### config.mk
export PLATFORM = sky130hd
export DESIGN_NAME = dzcpu_dma_arbiter
export DESIGN_NICKNAME = d
export VERILOG_FILES = /design/src/rtl/dzcpu_dma_arbiter_pkg.sv /design/src/rtl/dzcpu_dma_arbiter_idx_cnt.sv /design/src/rtl/dzcpu_dma_arbiter.sv
export SDC_FILE = /design/constraint.sdc
export NUM_CORES = 1
export LEC_CHECK = 0
export CAP_MARGIN = 10
export CORE_MARGIN = 2
export CORE_UTILIZATION = 46
export CTS_BUF_LIST = sky130_fd_sc_hd__clkbuf_16
export DETAILED_ROUTE_END_ITERATION = 8
export GPL_ROUTABILITY_DRIVEN = 0
export PLACE_DENSITY = 0.85
export SLEW_MARGIN = 20
export SYNTH_ARGS = -nofsm -noshare
export SYNTH_HDL_FRONTEND = slang
export SYNTH_SLANG_ARGS = --single-unit
### constraint.sdc
create_clock -name iClock -period 3.2 [get_ports iClock]
set_input_delay 0.48 -clock iClock [delete_from_list [all_inputs] [get_ports iClock]]
set_output_delay 0.48 -clock iClock [all_outputs]
set_load 0.02 [all_outputs]
### src/rtl/dzcpu_dma_arbiter_pkg.sv
// Shared definitions for the OAM DMA arbiter: burst FSM states and default constants.
package dzcpu_dma_arbiter_pkg;

    typedef enum logic [2:0] {
        StIdle,
        StStart,
        StRd,
        StWr,
        StDone
    } dma_state_e;

    localparam int unsigned DmaLenDefault     = 160;
    localparam logic [15:0] DmaRegAddrDefault = 16'hFF46;
    localparam logic [15:0] OamBaseDefault    = 16'hFE00;

endpackage

### src/rtl/dzcpu_dma_arbiter_idx_cnt.sv
// 8-bit up-counter with synchronous reset and enable; holds the DMA byte index.
module dzcpu_dma_arbiter_idx_cnt (
    input  logic       iClock,
    input  logic       iReset,
    input  logic       iEnable,
    output logic [7:0] oCount
);

    logic [7:0] cnt_d;
    logic [7:0] cnt_q;

    // Next count: advance only when enabled.
    always_comb begin
        cnt_d = cnt_q;
        if (iEnable) begin
            cnt_d = cnt_q + 8'd1;
        end
    end

    // Count register; reset wins over enable.
    always_ff @(posedge iClock) begin
        if (iReset) begin
            cnt_q <= 8'd0;
        end else begin
            cnt_q <= cnt_d;
        end
    end

    assign oCount = cnt_q;

endmodule

### src/rtl/dzcpu_dma_arbiter.sv
// Memory bus arbiter between the dzcpu core and the OAM DMA engine.
// Idle: CPU traffic passes straight through. A write to the DMA register starts a
// burst that copies DMA_LEN bytes from {src,8'h00} to OAM while stalling the CPU.
module dzcpu_dma_arbiter
    import dzcpu_dma_arbiter_pkg::*;
#(
    parameter int unsigned DMA_LEN      = DmaLenDefault,
    parameter logic [15:0] DMA_REG_ADDR = DmaRegAddrDefault,
    parameter logic [15:0] OAM_BASE     = OamBaseDefault
) (
    input  logic        iClock,
    input  logic        iReset,
    input  logic [15:0] iCpuAddr,
    input  logic [7:0]  iCpuData,
    input  logic        iCpuWe,
    output logic [7:0]  oCpuData,
    output logic        oCpuStall,
    output logic [15:0] oMemAddr,
    output logic [7:0]  oMemData,
    output logic        oMemWe,
    input  logic [7:0]  iMemData,
    output logic        oDmaActive
);

    localparam logic [7:0] LastIdx = 8'(DMA_LEN - 1);

    dma_state_e state_d, state_q;
    logic [7:0] src_d, src_q;
    logic [7:0] byte_d, byte_q;
    logic       stall_d, stall_q;
    logic [7:0] idx;
    logic       reg_hit;
    logic       trigger;
    logic       last_byte;
    logic       idx_reset;
    logic       idx_enable;

    assign reg_hit   = (iCpuAddr == DMA_REG_ADDR);
    // CPU inputs only matter while idle; a stalled CPU can never retrigger.
    assign trigger   = (state_q == StIdle) && iCpuWe && reg_hit;
    assign last_byte = (idx == LastIdx);

    assign idx_reset  = iReset | trigger;
    assign idx_enable = (state_q == StWr) && !last_byte;

    dzcpu_dma_arbiter_idx_cnt u_idx_cnt (
        .iClock  (iClock),
        .iReset  (idx_reset),
        .iEnable (idx_enable),
        .oCount  (idx)
    );

    // Next-state, source latch and read-byte capture for the burst sequencer.
    always_comb begin
        state_d = state_q;
        src_d   = src_q;
        byte_d  = byte_q;
        unique case (state_q)
            StIdle: begin
                if (trigger) begin
                    state_d = StStart;
                    src_d   = iCpuData;
                end
            end
            StStart: state_d = StRd;
            StRd: begin
                byte_d  = iMemData;
                state_d = StWr;
            end
            StWr:    state_d = last_byte ? StDone : StRd;
            StDone:  state_d = StIdle;
            default: state_d = StIdle;
        endcase
        // Stall is registered alongside the state so it is high exactly when not idle.
        stall_d = (state_d != StIdle);
    end

    // Sequencer registers; synchronous reset has priority over a trigger write.
    always_ff @(posedge iClock) begin
        if (iReset) begin
            state_q <= StIdle;
            src_q   <= 8'd0;
            byte_q  <= 8'd0;
            stall_q <= 1'b0;
        end else begin
            state_q <= state_d;
            src_q   <= src_d;
            byte_q  <= byte_d;
            stall_q <= stall_d;
        end
    end

    // Bus mux: CPU passthrough when idle, DMA read/write cycles during a burst.
    always_comb begin
        oMemAddr = 16'h0000;
        oMemData = 8'h00;
        oMemWe   = 1'b0;
        unique case (state_q)
            StIdle: begin
                oMemAddr = iCpuAddr;
                oMemData = iCpuData;
                // The DMA register write is consumed here, never forwarded.
                oMemWe   = iCpuWe && !reg_hit;
            end
            StRd: begin
                oMemAddr = {src_q, idx};
            end
            StWr: begin
                oMemAddr = OAM_BASE + {8'h00, idx};
                oMemData = byte_q;
                oMemWe   = 1'b1;
            end
            default: begin
                oMemAddr = 16'h0000;
            end
        endcase
    end

    // CPU readback of the source register works in every state.
    always_comb begin
        oCpuData = reg_hit ? src_q : iMemData;
    end

    assign oCpuStall  = stall_q;
    assign oDmaActive = stall_q;

endmodule
# [After elaboration in Yosys (flattened, before gate mapping)]
# Index checks and enable logic that the tools add are counted.
[word_totals] ff_bits=28 latchBits=0 ram_bits=0 romBits=0 in_bits=35 output_inout_bits=35 elab_cells=29 n_memories=0
[classes] add_sub_neg=2 n_mul=0 n_div=0 magnitude_cmp=0 eq_ne=5 shift=0 muxes=7 bitwise=1 reduce_logical=9
[ops] operator="case mux 16 bit (3 select lines)" count=1
[ops] operator="== test 16 bit, second input constant" count=1
[ops] operator="case mux 8 bit (2 select lines)" count=1
[ops] operator="case mux 3 bit (4 select lines)" count=1
[ops] operator="adder 10 x 9 -> 11 bit, first input constant" count=1
[ops] operator="adder 8 x 1 -> 8 bit, second input constant" count=1
[ops] operator="== test 8 bit, second input constant" count=1
[ops] operator="2-to-1 mux 8 bit" count=1
[ops] operator="== test 3 x 2 -> 1 bit, second input constant" count=2
[ops] operator="2-to-1 mux 3 bit" count=2
[ops] operator="logical AND 1 bit" count=4
[ops] operator="== test 3 x 1 -> 1 bit, second input constant" count=1
[ops] operator="logical NOT 3 bit" count=1
[ops] operator="nonzero test 3 bit" count=1
[ops] operator="logical NOT 1 bit" count=2
[ops] operator="case mux 1 bit (2 select lines)" count=1
[ops] operator="AND reduction 2 bit" count=1
[ops] operator="OR 1 bit" count=1

# [Logic depth before layout (Yosys ltp)]
# Gate-level depths: netlist of run 1.
[depth] depth_word=6 ltp_mapped=6 ltp_nobuf=5

# [Hierarchy]
# From an unflattened synthesis of run 1, not the netlist that was laid out.
[unflattened] hier_cells=210 hier_area_um2=1685.4
[modules_own_cells] module="dzcpu_dma_arbiter" n_inst=1 cells_each=173 area_each_um2=1346.3 seq_area_each_um2=400.4
[modules_own_cells] module="dzcpu_dma_arbiter_idx_cnt" n_inst=1 cells_each=37 area_each_um2=339.1 seq_area_each_um2=160.2

# [Worst setup path before layout of run 1]
# Ideal clock, no wire load.
[synth_timing] path_kind="input to output" startpoint="input iCpuAddr[5]" endpoint="output oCpuData[0]" arrival_time_ns=1.833 required_time_ns=2.720 setup_slack_ns=0.887 cell_stages=3 path_buffers=0 path_cell_list="or4b_4 -> nor4_4 -> mux2_2"
[synth_between] elab_chain_cells=2
[synth_lines] item="from (decl)" line="dzcpu_dma_arbiter.sv:13" rtl="input logic [15:0] iCpuAddr,"
[synth_lines] item="== test 16 bit" line="dzcpu_dma_arbiter.sv:38" rtl="assign reg_hit = (iCpuAddr == DMA_REG_ADDR);"
[synth_lines] item="2-to-1 mux 8 bit" line="dzcpu_dma_arbiter.sv:121" rtl="oCpuData = reg_hit ? src_q : iMemData;"
[synth_lines] item="to (decl)" line="dzcpu_dma_arbiter.sv:16" rtl="output logic [7:0] oCpuData,"
# No other way between the ends.

# [Worst setup path after layout of run 1]
[layout_timing] startpoint="input iCpuAddr[5]" endpoint="output oCpuData[4]"
# Same word-level chain as after synthesis.

==> metrics.md, run 1 <==
| Metric | Value |
|---|---|
| Avg Synthesized Cell Area | a little under 9 µm² |
| Highest signal layer in the routed design | met4 |
| Largest stage delay, worst path | about 560 ps |
| Async set-or-reset flop fraction in the synthesized netlist | 0 |
| Buffer cell driving the clock tree root | sky130_fd_sc_hd__clkbuf_16 |
| Fin Clk Skew | around 2.6 ps |
| Number of sinks driven by the clock tree | 28 |
| Io pins | 70 |
| Met3 routed wirelength | around 300 µm |
| Remaining antenna violation count | 0 |
| Met2 wire len | around 2200 µm |
| Clock H-tree levels | 1 |
| Cells taking the most area after synthesis | sky130_fd_sc_hd__dfxtp_1 33%, sky130_fd_sc_hd__mux2i_1 11%, sky130_fd_sc_hd__nand2b_1 5.9% |
| First-pass GRT wire length | 7690 µm |
| Power per unit of standard cell area | roughly 320 mW/mm² |
| Count of vias placed by the detailed router | 1702 |
| Number of flops mapped to enable cells by yosys | 0 |
| Die Width | 65.0 µm |
| Portion of synthesized cell area occupied by the leading cell type | 0.328 |
| Vias per cell | 5.58 |
| Type of the worst setup path | primary input to primary output |
| Main flop type after synthesis | sky130_fd_sc_hd__dfxtp_1 |
| Detailed-route DRC error count | 0 |
| Total chip power | 0.795 mW |
| Pre-antenna DRT Iters | 4 |
| Row count | 22 |
| Standby leakage power | 0.960 nW |
| Slew @ Worst Pin | 1020 ps |
| Instance count of the mapped netlist | around 190 |
| Diodes inserted | 0 |
| Proportion of layout cells with a drive suffix above 1 | 0.128 |
| Flip-flop and latch count after synthesis | 28 |
| Smallest hold slack | just under 500 ps |
| Source-to-sink clock delay at the later pin of the worst-skew pair | roughly 270 ps |
| Critical Path RT | about 2700 ps |
| Drt total wl | about 4600 µm |
| Beginning of the worst register-to-register path | state_q[0] |
| Crit-path slowest cell | sky130_fd_sc_hd__or4b_4 |
| Setup Buffers After CTS | 0 |
| Number of buffers inserted for hold repair after clock tree synthesis | 0 |
| Most common cell in the synthesized netlist | sky130_fd_sc_hd__dfxtp_1 |
| Tcrit/Tclk final | 0.935 |
| Number of distinct standard cells referenced by the synthesized netlist | 35 |
| Number of max-slew violations in the final report | 0 |
| Startpoint class of the critical path | primary input |
| Cell family contributing the most delay on the critical path | buffers and inverters |
| Post-Route M1 WL | a little under 2000 µm |
| Worst Path Buf+Inv | 3 |
| Critical-path cell list | clkdlybuf4s50_1 -> or4b_4 -> nor4_4 -> buf_4 -> mux2_2 -> dlygate4sd2_1 |
| YS warnings | 0 |
| Cell Count Post-Placement | ~300 |
| Result of the run | complete, no violations |
| Count of non-filler cells in the finished layout | about 310 |
| Start point of the critical path | iCpuAddr[5] |
| Final-report hold violation count | 0 |
| Yosys top cell by area | sky130_fd_sc_hd__dfxtp_1 |
| Number of nets produced by synthesis | between 200 and 250 |
| Worst R2R End | byte_q[4] |
| Critical Path End Type | primary output |
| Starting density of the core | 0.474 |
| Maximum vdd ir drop | about 0.21 mV |
| Global route overflow | 0 |
| Number of fillers in the final layout | about 290 |
| Clock tree from TritonCTS | built |
| Number of setup violations in the final report | 0 |
| Setup_tns | 0 ps |
| Util after Layout | 0.700 |
| Area of the mapped netlist | roughly 0.0017 mm² |
| Number of maximum-capacitance constraint violations | 0 |
| Total clock buffers created by CTS | 3 |
| Most used standard cells in the synthesized netlist | 28 x sky130_fd_sc_hd__dfxtp_1, 19 x sky130_fd_sc_hd__nor2_1, 18 x sky130_fd_sc_hd__mux2i_1 |
| Worst setup path end | oCpuData[4] |
| Post-layout nets | between 200 and 300 |
| Worst slew margin | 0.315 |
| Maximum number of pins on one net before global-route repair | 37 |
| Via count of the first global-routing pass | about 1600 |
| Routed wirelength normalized by instance count | 15.2 µm |
| Max Clock Freq | 0.334 GHz |
| First-iteration detailed-routing DRC count | 80 |
| Hold Path Class | flop to flop |
| WP depth | 6 |
| Post-CTS clock slew at the launch and capture registers of the worst setup and hold paths | ~70 ps |
| Area growth from synthesis to layout | 47.7% |
| RSZ-0062 raised after global routing | false |
| HPWL after detailed placement | about 3300 µm |
| Instance count along the most critical hold path | 2 |
| Sequential element share of the synthesized area | 0.328 |
| Crit path DAT | 2510 ps |
| Die H | 65.0 µm |
| Global router's overall resource usage | 0.237 |
| Area of the die | ~0.0042 mm² |
| Number of antenna violations at the first check in global routing | 0 |
| Quantity of I/O buffers inserted on ports | between 60 and 70 |
| Worst-case register-to-register setup slack | roughly 1400 ps |
| Post-layout minimum cycle time | 2990 ps |
| Top fanout value on the critical path | 6 |
| Deepest clock path buffer count | 2 |
| Core Area | about 0.0036 mm² |
| Worst-case reg-to-reg path depth | 3 |
final cells by class:
| cell class | instances | area (µm²) | share of cell area |
|---|---|---|---|
| multi-input cells | 147 | 1060 | 0.421 |
| well taps | 48 | 60.1 | 0.0238 |
| clock buffers | 3 | 75.1 | 0.0297 |
| repair buffers | 78 | 762 | 0.302 |
| clock inverters | 1 | 3.75 | 0.00149 |
| flip-flops and latches | 28 | 561 | 0.222 |
registers in the layout (all words and copies together) (netlist names):
register          count
src_q                 8
u_idx_cnt.oCount      8
byte_q                8
oCpuStall             1
state_q               3
cell families (layout without fill, tap and decap cells):
family	after synthesis	after routing	share of synthesized area
adder cells (fa/ha/maj)	1	1	0.00732
AO/OA/AOI/OAI	38	38	0.153
XOR/XNOR	6	6	0.0308
flip-flops	28	28	0.328
buffers and inverters	17	82	0.0534
multiplexers	26	26	0.158
AND/OR/NAND/NOR	76	76	0.269
timing repair:
action	4_1_cts	5_1_grt
pin swaps	0	0
endpoints found under the setup margin	3	5
gates resized for setup	3	5
worst register-to-register path, cell delays in order, from the launching register on:
cell                      delay [ps]
sky130_fd_sc_hd__dfxtp_1         420
sky130_fd_sc_hd__nor3b_2         880
sky130_fd_sc_hd__mux2i_1         270
sky130_fd_sc_hd__nor2_1           60
power by group:
group / leakage (nW) / internal (mW) / switching, mW
combinational: 0.696 / 0.0930 / 0.0649
sequential: 0.225 / 0.348 / 0.00000364
clock: 0.0385 / 0.168 / 0.121
layer usage:
| metal | GRT usage | vias to the layer above |
|---|---|---|
| li1 | - | 831 |
| met1 | 0.292 | 801 |
| met2 | 0.401 | 59 |
| met3 | 0.0399 | 11 |
| met4 | 0.106 | 0 |
| met5 | 0 | - |
through the flow:
step / worst slack, ps / area, µm²
floorplan: 887 / 1710
global placement: 24.0 / 2440
detailed placement: -11.6 / 2440
CTS: 1.25 / 2520
global route: 118 / 2520
finish: 209 / 2520
worst min-delay path by stage:
stage / start / end / slack [ps]
after detailed placement: byte_q[0] / byte_q[0] / 480
after global placement: byte_q[3] / byte_q[3] / 470
after floorplan: src_q[1] / src_q[1] / 460
after CTS: src_q[0] / src_q[0] / 490
after global routing: src_q[4] / src_q[4] / 520
final: src_q[0] / src_q[0] / 490
cell usage in the layout (no fill, tap or decap), drive strengths merged, types with 2 or more instances in the layout:
master	netlist	final
clkdlybuf4s50	0	60
dfxtp	28	28
nor2	19	19
mux2i	18	18
nand2b	16	16
nor3	12	12
buf	4	10
a22o	9	9
o21ai	9	9
a22oi	8	8
mux2	8	8
or3b	7	7
a21oi	7	7
nand2	5	5
dlymetal6s2s	0	5
nand4	3	3
xor2	3	3
xnor2	3	3
clkbuf	13	3
dlygate4sd2	0	3
nor4	3	3
nand4bb	2	2
and3	2	2
o21ba	2	2
o211ai	2	2
Power figures use the tool's default switching activity.
==> run 2, diff against run 1 <==
CORE_MARGIN = unset   (was 2)
==> run 2 against run 1 <==
First-iteration DRC count decreased by 7.5%. Worst setup slack worse by 39 ps. Combinational power about the same. Maximum frequency fell by 1.3%.
==> metrics.md, run 2 (synthesis gave the netlist of run 1 again) <==
| Metric | Value |
|---|---|
| Final worst setup slack | between 150 and 200 ps |
| Global route overflow | 0 |
| Deepest clock path buffer count | 2 |
| Critical Path RT | around 2700 ps |
| Vias per cell | between 5 and 6 |
| Part of the total power dissipated in sequential elements | 0.436 |
| Beginning of the worst hold path | src_q[1] |
| Worst R2R End | u_idx_cnt.oCount[0] |
| Top fanout value on the critical path | 10 |
| Gate power share | 0.199 |
| Row count | 21 |
| Post-layout minimum cycle time | 3030 ps |
| Crit-path slowest cell | sky130_fd_sc_hd__or4b_4 |
| Area of the die | 0.00396 mm² |
| Number of buffers inserted for hold repair after clock tree synthesis | 0 |
| Worst-case register-to-register setup slack | roughly 1200 ps |
| Hold Path Class | flop to flop |
| Flip-flop and latch area | 561 µm² |
| Routed wirelength normalized by instance count | roughly 17 µm |
| Slew @ Worst Pin | roughly 1100 ps |
| Area growth from synthesis to layout | 47.0% |
| Critical Path End Type | primary output |
| Placement Setup Slack | -19.8 ps |
| Worst Path Buf+Inv | 3 |
| Type of the worst setup path | primary input to primary output |
| Pre-antenna DRT Iters | 4 |
| Diodes inserted | 0 |
| HPWL after detailed placement | between 3000 and 4000 µm |
| Die H | 63.0 µm |
| Final-report hold violation count | 0 |
| Result of the run | complete, no violations |
| Commonest non-fill, non-tap cells in the layout | 61 x sky130_fd_sc_hd__clkdlybuf4s50_1, 28 x sky130_fd_sc_hd__dfxtp_1, 19 x sky130_fd_sc_hd__nor2_1, 18 x sky130_fd_sc_hd__mux2i_1, 16 x sky130_fd_sc_hd__nand2b_1 |
| Maximum number of pins on one net before global-route repair | 37 |
| Standby leakage power | 0.918 nW |
| RSZ-0062 raised after global routing | false |
| Detailed-route DRC error count | 0 |
| Number of antenna violations at the first check in global routing | 0 |
| Relative contribution of the clock network to total power | 0.365 |
| Quantity of I/O buffers inserted on ports | 69 |
| Largest stage delay, worst path | ~560 ps |
| Clock H-tree levels | 1 |
| Instance count along the most critical hold path | 2 |
| Buffer cell driving the clock tree root | sky130_fd_sc_hd__clkbuf_16 |
| Startpoint class of the critical path | primary input |
| Maximum vdd ir drop | around 0.25 mV |
| Io pins | 70 |
| Number of max-slew violations in the final report | 0 |
| Psw | around 0.19 mW |
| Starting density of the core | 0.497 |
| Most frequent standard cell in the layout excluding fill and tap cells | sky130_fd_sc_hd__clkdlybuf4s50_1 |
| Post-CTS clock slew at the launch and capture registers of the worst setup and hold paths | about 70 ps |
| Power per unit of standard cell area | between 300 and 400 mW/mm² |
| Cell Count Post-Placement | 298 |
| Worst slew margin | 0.274 |
| Global router's overall resource usage | 0.265 |
| Max Clock Freq | ~0.33 GHz |
| Tcrit/Tclk final | 0.947 |
| Fin Clk Skew | between 3 and 4 ps |
| Internal power consumption | 0.608 mW |
| Remaining antenna violation count | 0 |
| Number of setup violations in the final report | 0 |
| First-pass GRT wire length | about 8200 µm |
| Die Width | between 60 and 70 µm |
| Clock tree from TritonCTS | built |
| Number of sinks driven by the clock tree | 28 |
| Worst-case reg-to-reg path depth | 4 |
| Core Area | about 0.0034 mm² |
| Crit path DAT | 2550 ps |
| Worst hold endpoint | src_q[1] |
| Source-to-sink clock delay at the later pin of the worst-skew pair | approximately 260 ps |
| Proportion of layout cells with a drive suffix above 1 | 0.121 |
| Count of vias placed by the detailed router | between 1500 and 2000 |
| Beginning of the worst register-to-register path | state_q[0] |
| Number of maximum-capacitance constraint violations | 0 |
| Drt total wl | 4980 µm |
| Cell family contributing the most delay on the critical path | buffers and inverters |
| Post-layout nets | approximately 300 |
| Total clock buffers created by CTS | 3 |
| Net switching fraction of the power | 0.238 |
| First-iteration detailed-routing DRC count | 74 |
| Count of non-filler cells in the finished layout | between 300 and 400 |
| Via count of the first global-routing pass | ~1700 |
| Number of fillers in the final layout | 279 |
| Setup Buffers After CTS | 0 |
| Combined area of the multi-input logic cells | around 0.0011 mm² |
| Critical-path cell list | clkdlybuf4s50_1 -> or4b_4 -> nor4_4 -> buf_12 -> mux2_2 -> dlygate4sd2_1 |
==> run 2: cell types whose count changed in the layout (fill, tap and decap cells not counted), sizes merged <==
cell | previous run | this run
clkdlybuf4s50 | 60 | 61
dlygate4sd2 | 3 | 8
buf | 10 | 8
dlymetal6s2s | 5 | 0
==> run 2: worst max path at each step <==
stage          slack (ps)        start          end  cells after the start
2_1_floorplan         890  iCpuAddr[5]  oCpuData[0]                      3
5_1_grt                70  iCpuAddr[5]       oMemWe                      6
3_5_place_dp          -20  iCpuAddr[5]  oCpuData[5]                      6
6_report              170  iCpuAddr[5]  oCpuData[5]                      6
4_1_cts               160  iCpuAddr[5]       oMemWe                      6
3_3_place_gp           30  iCpuAddr[5]  oCpuData[7]                      6
==> run 2: what timing repair did <==
item,in CTS,in global routing
resized for setup,8,0
endpoints found under the hold margin,0,0
endpoints found under the setup margin,8,0
==> run 2: worst min-delay path, cell delays in order, from the launching register on <==
cell	delay, ps
sky130_fd_sc_hd__dfxtp_1	330
sky130_fd_sc_hd__nand2b_1	70
sky130_fd_sc_hd__mux2i_1	50
==> run 2: power by group through the flow <==
stage / Combinational [mW] / Sequential, mW / Clock, mW
after floorplan: 0.0669 / 0.356 / 0
after detailed placement: 0.162 / 0.356 / 0
after global placement: 0.160 / 0.356 / 0
after global routing: 0.168 / 0.348 / 0.308
final: 0.159 / 0.348 / 0.291
after CTS: 0.159 / 0.348 / 0.293
==> run 2: metal layers <==
metal	share of wire	global-route usage	up-vias
met1	0.41	0.311	822
met4	0.022	0.108	0
met5	0	0	-
met2	0.52	0.477	68
li1	-	-	825
met3	0.050	0.0383	12
==> run 2: area by class of cell <==
cell class	instances	share of cell area
multi-input combinational	147	0.423
timing repair buffer	77	0.300
sequential	28	0.223
clock buffer	3	0.0299
tap	46	0.0229
clock inverter	1	0.00149
==> run 2: per-stage QoR <==
step                hold slack [ps]  instance area (µm²)  utilization  TNS (ps)  total power, mW
floorplan                       455                 1710            -         0            0.423
global placement                474                 2440        0.710         0            0.516
detailed placement              483                 2440        0.710     -37.4            0.518
CTS                             499                 2510        0.730         0            0.800
global route                    519                 2510        0.730         0            0.824
finish                          493                 2510        0.730         0            0.798
==> run 3, diff against run 2 <==
HOLD_SLACK_MARGIN = 0.08   (was unset)
SKIP_LAST_GASP = 1   (was unset)
==> results of run 3 <==
No change in the layout: final DEF, timing and power equal those of run 2.
